--- src/rtl/tgt_ddr_rd_seq_if.sv ---
// Bundles the engine, serializer and register-file signals of the HDR-DDR
// read-response sequencer. The master side is the engine/serializer
// environment and the slave side is the sequencer itself.
interface tgt_ddr_rd_seq_if #(
  parameter int WC_W   = 8,
  parameter int ADDR_W = 12
);
  logic              i_engine_start;
  logic [WC_W-1:0]   i_engine_word_cnt;
  logic [ADDR_W-1:0] i_engine_base_addr;
  logic              i_engine_abort;
  logic              i_tx_mode_done;
  logic              o_tx_en;
  logic [2:0]        o_tx_mode;
  logic              o_regf_rd_en;
  logic [ADDR_W-1:0] o_regf_addr;
  logic              o_engine_busy;
  logic              o_engine_done;
  logic              o_engine_aborted;

  modport master (
    output i_engine_start, i_engine_word_cnt, i_engine_base_addr,
           i_engine_abort, i_tx_mode_done,
    input  o_tx_en, o_tx_mode, o_regf_rd_en, o_regf_addr,
           o_engine_busy, o_engine_done, o_engine_aborted
  );

  modport slave (
    input  i_engine_start, i_engine_word_cnt, i_engine_base_addr,
           i_engine_abort, i_tx_mode_done,
    output o_tx_en, o_tx_mode, o_regf_rd_en, o_regf_addr,
           o_engine_busy, o_engine_done, o_engine_aborted
  );
endinterface

--- src/rtl/tgt_ddr_rd_seq.sv ---
// Target-side HDR-DDR read-response sequencer: walks tx_t through
// preamble/byte/byte/parity per data word, then the CRC preamble, token and
// value, fetching bytes from the register file with an incrementing address.
module tgt_ddr_rd_seq #(
  parameter int WC_W   = 8,
  parameter int ADDR_W = 12
) (
  input  logic           i_sys_clk,
  input  logic           i_sys_rst,
  tgt_ddr_rd_seq_if.slave bus
);

  typedef enum logic [3:0] {
    IDLE, W_PRE1, W_PRE0, BYTE_HI, BYTE_LO, PARITY,
    C_PRE0, C_PRE1, C_TOKEN, C_VALUE
  } state_e;

  typedef enum logic [2:0] {
    M_PRE0  = 3'b000,
    M_PRE1  = 3'b001,
    M_TOKEN = 3'b010,
    M_BYTE  = 3'b011,
    M_PAR   = 3'b110,
    M_CRCV  = 3'b111
  } mode_e;

  localparam logic [WC_W-1:0]   REM_ONE  = WC_W'(1);
  localparam logic [ADDR_W-1:0] ADDR_ONE = ADDR_W'(1);

  state_e            state_q, state_d;
  logic [WC_W-1:0]   rem_q, rem_d;
  logic [ADDR_W-1:0] addr_q, addr_d;
  logic              abort_q, abort_d;
  logic              abort_eff;
  logic              done_d, aborted_d, rd_en_d;
  logic              tx_en_q, rd_en_q, busy_q, done_q, aborted_q;
  mode_e             mode_q;

  function automatic mode_e mode_of(input state_e s);
    case (s)
      W_PRE1, C_PRE1:   mode_of = M_PRE1;
      BYTE_HI, BYTE_LO: mode_of = M_BYTE;
      PARITY:           mode_of = M_PAR;
      C_TOKEN:          mode_of = M_TOKEN;
      C_VALUE:          mode_of = M_CRCV;
      default:          mode_of = M_PRE0;
    endcase
  endfunction

  // Next-state, counter, address and abort-latch computation.
  // An abort arriving with the same done is folded in so that done completes it.
  always_comb begin
    state_d   = state_q;
    rem_d     = rem_q;
    addr_d    = addr_q;
    abort_d   = abort_q;
    done_d    = 1'b0;
    aborted_d = 1'b0;
    abort_eff = abort_q | bus.i_engine_abort;
    if (state_q == IDLE) begin
      if (bus.i_engine_start) begin
        rem_d   = bus.i_engine_word_cnt;
        addr_d  = bus.i_engine_base_addr;
        abort_d = 1'b0;
        state_d = (bus.i_engine_word_cnt != '0) ? W_PRE1 : C_PRE0;
      end
    end else begin
      if (bus.i_engine_abort) abort_d = 1'b1;
      if (bus.i_tx_mode_done) begin
        case (state_q)
          W_PRE1:  state_d = W_PRE0;
          W_PRE0:  state_d = BYTE_HI;
          BYTE_HI: begin state_d = BYTE_LO; addr_d = addr_q + ADDR_ONE; end
          BYTE_LO: begin state_d = PARITY;  addr_d = addr_q + ADDR_ONE; end
          PARITY: begin
            rem_d   = rem_q - REM_ONE;
            state_d = (rem_q == REM_ONE) ? C_PRE0 : W_PRE1;
          end
          C_PRE0:  state_d = C_PRE1;
          C_PRE1:  state_d = C_TOKEN;
          C_TOKEN: state_d = C_VALUE;
          C_VALUE: begin state_d = IDLE; done_d = 1'b1; end
          default: state_d = IDLE;
        endcase
        if (abort_eff && state_q inside {W_PRE1, W_PRE0, BYTE_HI, BYTE_LO, PARITY}) begin
          state_d   = IDLE;
          aborted_d = 1'b1;
        end
      end
    end
    rd_en_d = (state_d != state_q) && (state_d inside {BYTE_HI, BYTE_LO});
  end

  // State and all registered outputs.
  always_ff @(posedge i_sys_clk or negedge i_sys_rst) begin
    if (!i_sys_rst) begin
      state_q   <= IDLE;
      rem_q     <= '0;
      addr_q    <= '0;
      abort_q   <= 1'b0;
      tx_en_q   <= 1'b0;
      mode_q    <= M_PRE0;
      rd_en_q   <= 1'b0;
      busy_q    <= 1'b0;
      done_q    <= 1'b0;
      aborted_q <= 1'b0;
    end else begin
      state_q   <= state_d;
      rem_q     <= rem_d;
      addr_q    <= addr_d;
      abort_q   <= abort_d;
      tx_en_q   <= (state_d != IDLE);
      mode_q    <= mode_of(state_d);
      rd_en_q   <= rd_en_d;
      busy_q    <= (state_d != IDLE);
      done_q    <= done_d;
      aborted_q <= aborted_d;
    end
  end

  assign bus.o_tx_en          = tx_en_q;
  assign bus.o_tx_mode        = mode_q;
  assign bus.o_regf_rd_en     = rd_en_q;
  assign bus.o_regf_addr      = addr_q;
  assign bus.o_engine_busy    = busy_q;
  assign bus.o_engine_done    = done_q;
  assign bus.o_engine_aborted = aborted_q;

endmodule

--- src/flat_wrapper.sv ---
// flat-port wrapper written by rule: the top's interface ports become plain ports
module tgt_ddr_rd_seq_flat 
#(
  parameter int WC_W   = 8,
  parameter int ADDR_W = 12
)
  (i_sys_clk, i_sys_rst, bus_i_engine_start, bus_i_engine_word_cnt, bus_i_engine_base_addr, bus_i_engine_abort, bus_i_tx_mode_done, bus_o_tx_en, bus_o_tx_mode, bus_o_regf_rd_en, bus_o_regf_addr, bus_o_engine_busy, bus_o_engine_done, bus_o_engine_aborted);
  tgt_ddr_rd_seq_if #(.WC_W(WC_W), .ADDR_W(ADDR_W)) bus_i ();
  input  logic i_sys_clk;
  input  logic i_sys_rst;
  input wire logic [$bits(bus_i.i_engine_start)-1:0] bus_i_engine_start;
  input wire logic [$bits(bus_i.i_engine_word_cnt)-1:0] bus_i_engine_word_cnt;
  input wire logic [$bits(bus_i.i_engine_base_addr)-1:0] bus_i_engine_base_addr;
  input wire logic [$bits(bus_i.i_engine_abort)-1:0] bus_i_engine_abort;
  input wire logic [$bits(bus_i.i_tx_mode_done)-1:0] bus_i_tx_mode_done;
  output wire logic [$bits(bus_i.o_tx_en)-1:0] bus_o_tx_en;
  output wire logic [$bits(bus_i.o_tx_mode)-1:0] bus_o_tx_mode;
  output wire logic [$bits(bus_i.o_regf_rd_en)-1:0] bus_o_regf_rd_en;
  output wire logic [$bits(bus_i.o_regf_addr)-1:0] bus_o_regf_addr;
  output wire logic [$bits(bus_i.o_engine_busy)-1:0] bus_o_engine_busy;
  output wire logic [$bits(bus_i.o_engine_done)-1:0] bus_o_engine_done;
  output wire logic [$bits(bus_i.o_engine_aborted)-1:0] bus_o_engine_aborted;
  assign bus_i.i_engine_start = bus_i_engine_start;
  assign bus_i.i_engine_word_cnt = bus_i_engine_word_cnt;
  assign bus_i.i_engine_base_addr = bus_i_engine_base_addr;
  assign bus_i.i_engine_abort = bus_i_engine_abort;
  assign bus_i.i_tx_mode_done = bus_i_tx_mode_done;
  assign bus_o_tx_en = bus_i.o_tx_en;
  assign bus_o_tx_mode = bus_i.o_tx_mode;
  assign bus_o_regf_rd_en = bus_i.o_regf_rd_en;
  assign bus_o_regf_addr = bus_i.o_regf_addr;
  assign bus_o_engine_busy = bus_i.o_engine_busy;
  assign bus_o_engine_done = bus_i.o_engine_done;
  assign bus_o_engine_aborted = bus_i.o_engine_aborted;
  tgt_ddr_rd_seq #(.WC_W(WC_W), .ADDR_W(ADDR_W)) u_core (.i_sys_clk(i_sys_clk), .i_sys_rst(i_sys_rst), .bus(bus_i));
endmodule
--- config.mk ---
export PLATFORM = sky130hd
export DESIGN_NAME = tgt_ddr_rd_seq_flat
export DESIGN_NICKNAME = d
export VERILOG_FILES = /design/src/rtl/tgt_ddr_rd_seq_if.sv /design/src/rtl/tgt_ddr_rd_seq.sv /design/src/flat_wrapper.sv
export SDC_FILE = /design/constraint.sdc
export NUM_CORES = 1
export LEC_CHECK = 0
export ABC_AREA = 1
export BUFFER_PORTS_ARGS = -buffer_cell sky130_fd_sc_hd__buf_2
export CAP_MARGIN = 20
export CORE_MARGIN = 4
export CORE_UTILIZATION = 45
export CTS_BUF_LIST = sky130_fd_sc_hd__clkbuf_4 sky130_fd_sc_hd__clkbuf_8
export DETAILED_ROUTE_END_ITERATION = 12
export PLACE_DENSITY = 0.7
export SETUP_SLACK_MARGIN = 0.15
export SYNTH_ARGS = -nofsm -noshare
export SYNTH_HDL_FRONTEND = slang
export SYNTH_SLANG_ARGS = --single-unit
--- constraint.sdc ---
create_clock -name i_sys_clk -period 1.5 [get_ports i_sys_clk]
set_input_delay 0.3 -clock i_sys_clk [delete_from_list [all_inputs] [get_ports i_sys_clk]]
set_output_delay 0.3 -clock i_sys_clk [all_outputs]
set_load 0.02 [all_outputs]
== Word-level counts from Yosys, hierarchy flattened ==
Cells that the tools add are included.

* Bits in registers: 32
* Input port bits: 25
* Output and inout port bits: 20
* Logic and storage cells: 73

* Add/subtract/negate cells: 2
* Equality and inequality tests: 19
* Muxes and demuxes: 25
* Bitwise operators: 1
* Reduce and logical (&&, ||, !) cells: 17

{| class="wikitable"
|+ Operators by type and width
! operator !! number
|-
| $mux W12 || 4
|-
| $mux W8 || 4
|-
| $pmux W4 S8 || 1
|-
| $eq A4 B3 Y1 const B || 7
|-
| $eq A4 B4 Y1 const B || 4
|-
| $mux W4 || 4
|-
| $pmux W3 S5 || 1
|-
| $add A12 B1 Y12 const B || 1
|-
| $eq A4 B2 Y1 const B || 3
|-
| $reduce_bool A2 Y1 || 5
|-
| $mux W1 || 9
|-
| $eq A4 B1 Y1 const B || 2
|-
| $eq A8 B1 Y1 const B || 1
|-
| $reduce_bool A8 Y1 || 1
|-
| $sub A8 B1 Y8 const B || 1
|-
| $mux W3 || 2
|-
| $reduce_and A3 Y1 || 2
|-
| $reduce_or A2 Y1 || 3
|-
| $reduce_bool A5 Y1 || 1
|-
| $logic_not A4 Y1 || 1
|-
| $ne A4 B4 Y1 || 1
|-
| $reduce_bool A4 Y1 || 1
|-
| $logic_and A1 B1 Y1 || 2
|-
| $ne A2 B2 Y1 const B || 1
|-
| 2 further kinds || 2
|}

== Longest topological paths before layout ==
* Depth in word-level cells: 9
* Gate-level depth with buffers: 13
* Gate-level depth less buffers: 13

== Least setup slack after synthesis ==
Ideal clock, no wire load.

* Path type: register to register
* Start: register u_core.addr_q[1], in the netlist u_core.bus.o_regf_addr[1]
* End: register u_core.addr_q[10], in the netlist u_core.bus.o_regf_addr[10]
* Library setup time: 0.083 ns
* Arrival: 1.567 ns
* Path slack: -0.149 ns
* Cell stages (with the launch flop): 9
* Period minus slack after synthesis: 1.649 ns
* Path through: dfrtp_1 > ha_1 > nand3_1 > nor2_1 > nand4_1 > nor3_1 > xor2_1 > nor2_1 > o21ai_0

* Cells in the longest elaborated chain, start to end: 4

{| class="wikitable"
|+ RTL lines
! item !! RTL line !! text
|-
| from (decl) || tgt_ddr_rd_seq.sv:32 || <nowiki>logic [ADDR_W-1:0] addr_q, addr_d;</nowiki>
|-
| from (signal assigned) || tgt_ddr_rd_seq.sv:110 || <nowiki>addr_q <= addr_d;</nowiki>
|-
| $add A12 B1 Y12 || tgt_ddr_rd_seq.sv:73, tgt_ddr_rd_seq.sv:74 ||
|-
| $mux W12 || n/a ||
|-
| $mux W12 || tgt_ddr_rd_seq.sv:69 || <nowiki>if (bus.i_tx_mode_done) begin</nowiki>
|-
| $mux W12 || tgt_ddr_rd_seq.sv:60 || <nowiki>if (state_q == IDLE) begin</nowiki>
|}

Every way passes these cells. The select of a mux whose other input is x is not followed.
A chain may end at the register's enable or synchronous reset.

== Final worst setup path ==
* Start: register u_core.state_q[2]
* End: register u_core.addr_q[10], in the netlist u_core.bus.o_regf_addr[10]

* Cells in the longest elaborated chain, start to end: 4

{| class="wikitable"
|+ RTL lines
! item !! RTL line !! text
|-
| from (decl) || tgt_ddr_rd_seq.sv:30 || <nowiki>state_e state_q, state_d;</nowiki>
|-
| from (signal assigned) || tgt_ddr_rd_seq.sv:108 || <nowiki>state_q <= state_d;</nowiki>
|-
| $eq A4 B3 Y1 / $eq A4 B2 Y1 (equally long branches) || tgt_ddr_rd_seq.sv:70 || <nowiki>case (state_q)</nowiki>
|-
| $reduce_or A2 Y1 (no line) || n/a ||
|-
| $reduce_bool A2 Y1 (no line) || n/a ||
|-
| $reduce_and A3 Y1 (no line) || n/a ||
|}

Parallel ways exist; a longest one is shown, timed or not.

==> results.txt <==
Syn_area_per_cell: 7.25 um2
Critical path endpoint category: register
CTS Buf Count: 5
MaxCap Viol Count: 0
Yosys warnings: 0
Final Hold Vio Count: 0
Post-Syn Nets: 308
DR top layer: met4
Post-Syn Area: 0.00203 mm2
Final setup margin: -0.184 ns
Violated checks: setup timing
FF-to-FF setup slack: -0.18 ns
Final GP Congestion: 0.924
Clock Skews: 0.0124 ns
Vias in the first global route: 1952
Fin cells: 422
I/O pin count: 45
Routed WL per cell: 13.9 um
Final hold slack: 0.268 ns
Post-synth EDFFs: 0
Crit share post-route: 1.12
CTS H-Tree Depth: 2
Worst-Margin Slew: 0.352 ns
Area growth from synthesis to layout: 52.1%
Pwr dens: 2610 mW/mm2
CP Launch Type: register
N_diodes: 0
Die Wd: 75.2 um
Critical path required time: 1.70 ns
Final core occ: 0.709
Met3 WL: 281 um
Relative slew slack: 0.763
Max Buffers Root-to-Sink: 2
Cells after DPL: 403
Row Count: 24
GRT overflow: 0
Max Slew Vio Count: 0
Drt total wl: 5.85 mm
DRT met1 WL: 2.40 mm
R2R depth: 8
Initial core utilization: 0.466
RR Startpoint: u_core.state_q[2]$_DFF_PN0_
Drt first-iter violations: 107
Drt first pass iters: 4
CTS tree: built
Total power: 8060 uW
Maximum vdd ir drop: 0.00130 V
RSZ-0062 raised after global routing: true
Pin count of the biggest net entering global routing: 33
Area after DPL: 0.00266 mm2
Post-route DRC: 0
F_max: 0.594 GHz
CP Max Fanout: 7
Critical path class: register to register
Met2 wire len: 3.05 mm
Arr. time, crit path: 1.89 ns
Seq cells post-synth: 32
Initial antenna violation count: 0
Synth unique cells: 36
Clk_lat worst skew: 0.29 ns
Final setup viols: 25
Port bufs: 44
Clock sinks: 32
Synth async-reset ratio: 1.00
Total die area: 0.00565 mm2
Antenna Nets Post-Route: 0
DP HPWL: 4.03 mm
Seq/Total Area, Yosys: 0.395
Clock-pin slew on the worst setup and hold paths: 0.07 ns
Die height: 75.2 um
Critical R2R Capture: u_core.bus.o_regf_addr[10]$_DFFE_PN0P_
Period minus WS final: 1.68 ns
Fin area: 0.00309 mm2
DR vias: 2192
Status: finished with violations
Synthesized instance count: 280
Critical path endpoint: u_core.bus.o_regf_addr[10]$_DFFE_PN0P_
Final net count: 397
Top_reg_cell synth: dfrtp_1
Share of post-route cells with drive strength above 1: 0.500
Core outline area: 0.00435 mm2
Vias per Instance: 5.19
Lkg Pwr: 0.00155 uW
Class of the worst hold path: primary input to register
Global-route usage over all layers: 0.205
CTS root buf: clkbuf_8
Critical path launch point: u_core.state_q[2]$_DFF_PN0_
First-pass GRT wire length: 8.70 mm
-- state kept, by name (all words and copies together), names as in the netlist --
name                         count
u_core.bus.o_tx_mode             3
u_core.rem_q                     8
u_core.bus.o_tx_en               1
u_core.bus.o_regf_addr          12
u_core.bus.o_engine_aborted      1
u_core.bus.o_regf_rd_en          1
u_core.abort_q                   1
u_core.bus.o_engine_done         1
u_core.state_q                   4
-- logic make-up after synthesis --
family	count (synthesis)	synth area share
compound gates	64	0.186
xor+xnor	7	0.0302
fa+ha+maj	3	0.0185
buf+inv	45	0.0919
simple gates	129	0.279
flops	32	0.395
-- cell usage after synthesis, types with 3 or more instances --
master	n	area [um2]
nor2_2	5	31.3
o211ai_1	3	22.5
dfrtp_1	32	801
a2bb2oi_1	4	35.0
ha_1	3	37.5
a21oi_1	16	80.1
xor2_1	6	52.6
nand2_1	61	229
nand3_1	13	65.1
inv_1	30	113
nor3_1	4	20.0
o21ai_0	29	145
inv_2	6	22.5
nor2_1	33	124
clkbuf_1	3	11.3
o21ai_1	3	15.0
nand4_1	5	31.3
-- cells in the final DEF, fill, tap and decap left out, drive strengths merged --
cell | Yosys | routed
a21o | 1 | 1
a21oi | 17 | 17
a22oi | 1 | 1
a2bb2oi | 4 | 4
a31oi | 1 | 1
buf | 5 | 89
clkbuf | 3 | 8
clkinv | 1 | 1
dfrtp | 32 | 32
dlygate4sd3 | 0 | 1
ha | 3 | 3
inv | 36 | 36
nand2 | 65 | 65
nand3 | 14 | 14
nand4 | 5 | 5
nor2 | 38 | 38
nor3 | 4 | 4
nor3b | 1 | 1
nor4 | 1 | 1
o211ai | 3 | 3
o21ai | 34 | 34
o21bai | 1 | 1
o22ai | 1 | 1
o31ai | 1 | 1
or2 | 1 | 1
xnor2 | 1 | 1
xor2 | 6 | 6
-- layer usage --
metal | track usage | up-vias
met2 | 0.353 | 52
met5 | 0 | -
met4 | 0.0796 | 0
met1 | 0.244 | 1034
met3 | 0.0507 | 13
li1 | - | 1093
-- critical path: stages, from the launching register on --
cell and delay (ns):
dfrtp_2 0.45, nor2_4 0.20, nand2_4 0.15, nand2_4 0.11, o21ai_4 0.08, a21oi_4 0.21, buf_4 0.17, o21ai_0 0.09
o21ai_1 0.15
-- timing repair --
action	in CTS	in global routing
hold endpoints to repair	32	0
gates resized for setup	20	58
endpoints found under the setup margin	27	30
hold buffers	1	0
setup buffers	3	6
pin swaps	5	12
cloned	1	0
-- cell type report --
| type | instances | area (um2) |
|---|---|---|
| multi-input combinational | 203 | 1300 |
| fill | 356 | 1270 |
| sequential | 32 | 813 |
| timing repair buffer | 90 | 632 |
| inverter | 37 | 175 |
| clock buffer | 8 | 104 |
| tap | 52 | 65.1 |
-- where the power goes --
part,internal (uW),switching (uW),total (uW)
Sequential,1300,329,1630
Combinational,2430,3240,5670
Clock,437,321,758
Total,4170,3890,8060
-- worst min-delay path by stage --
| stage | to | startpoint | cells past startpoint | slack, ns |
|---|---|---|---|---|
| after floorplan | u_core.abort_q$_DFFE_PN0P_ | i_sys_rst | 0 | 0.004 |
| after global placement | u_core.rem_q[3]$_DFFE_PN0P_ | i_sys_rst | 2 | 0.27 |
| after global routing | u_core.bus.o_regf_addr[1]$_DFFE_PN0P_ | bus_i_engine_base_addr[1] | 3 | 0.27 |
| final | u_core.bus.o_regf_addr[1]$_DFFE_PN0P_ | bus_i_engine_base_addr[1] | 3 | 0.27 |
| after detailed placement | u_core.rem_q[3]$_DFFE_PN0P_ | i_sys_rst | 2 | 0.27 |
| after CTS | u_core.bus.o_regf_addr[1]$_DFFE_PN0P_ | bus_i_engine_base_addr[1] | 3 | 0.26 |
-- stage by stage --
step | worst slack [ns] | setup TNS (ns)
after floorplan | -0.0115 | -0.0291
after global placement | -0.162 | -1.20
after detailed placement | -0.183 | -2.12
after CTS | -0.124 | -1.54
after global routing | -0.292 | -5.59
final | -0.184 | -3.01
No activity file was read; power rests on OpenSTA's default activity.
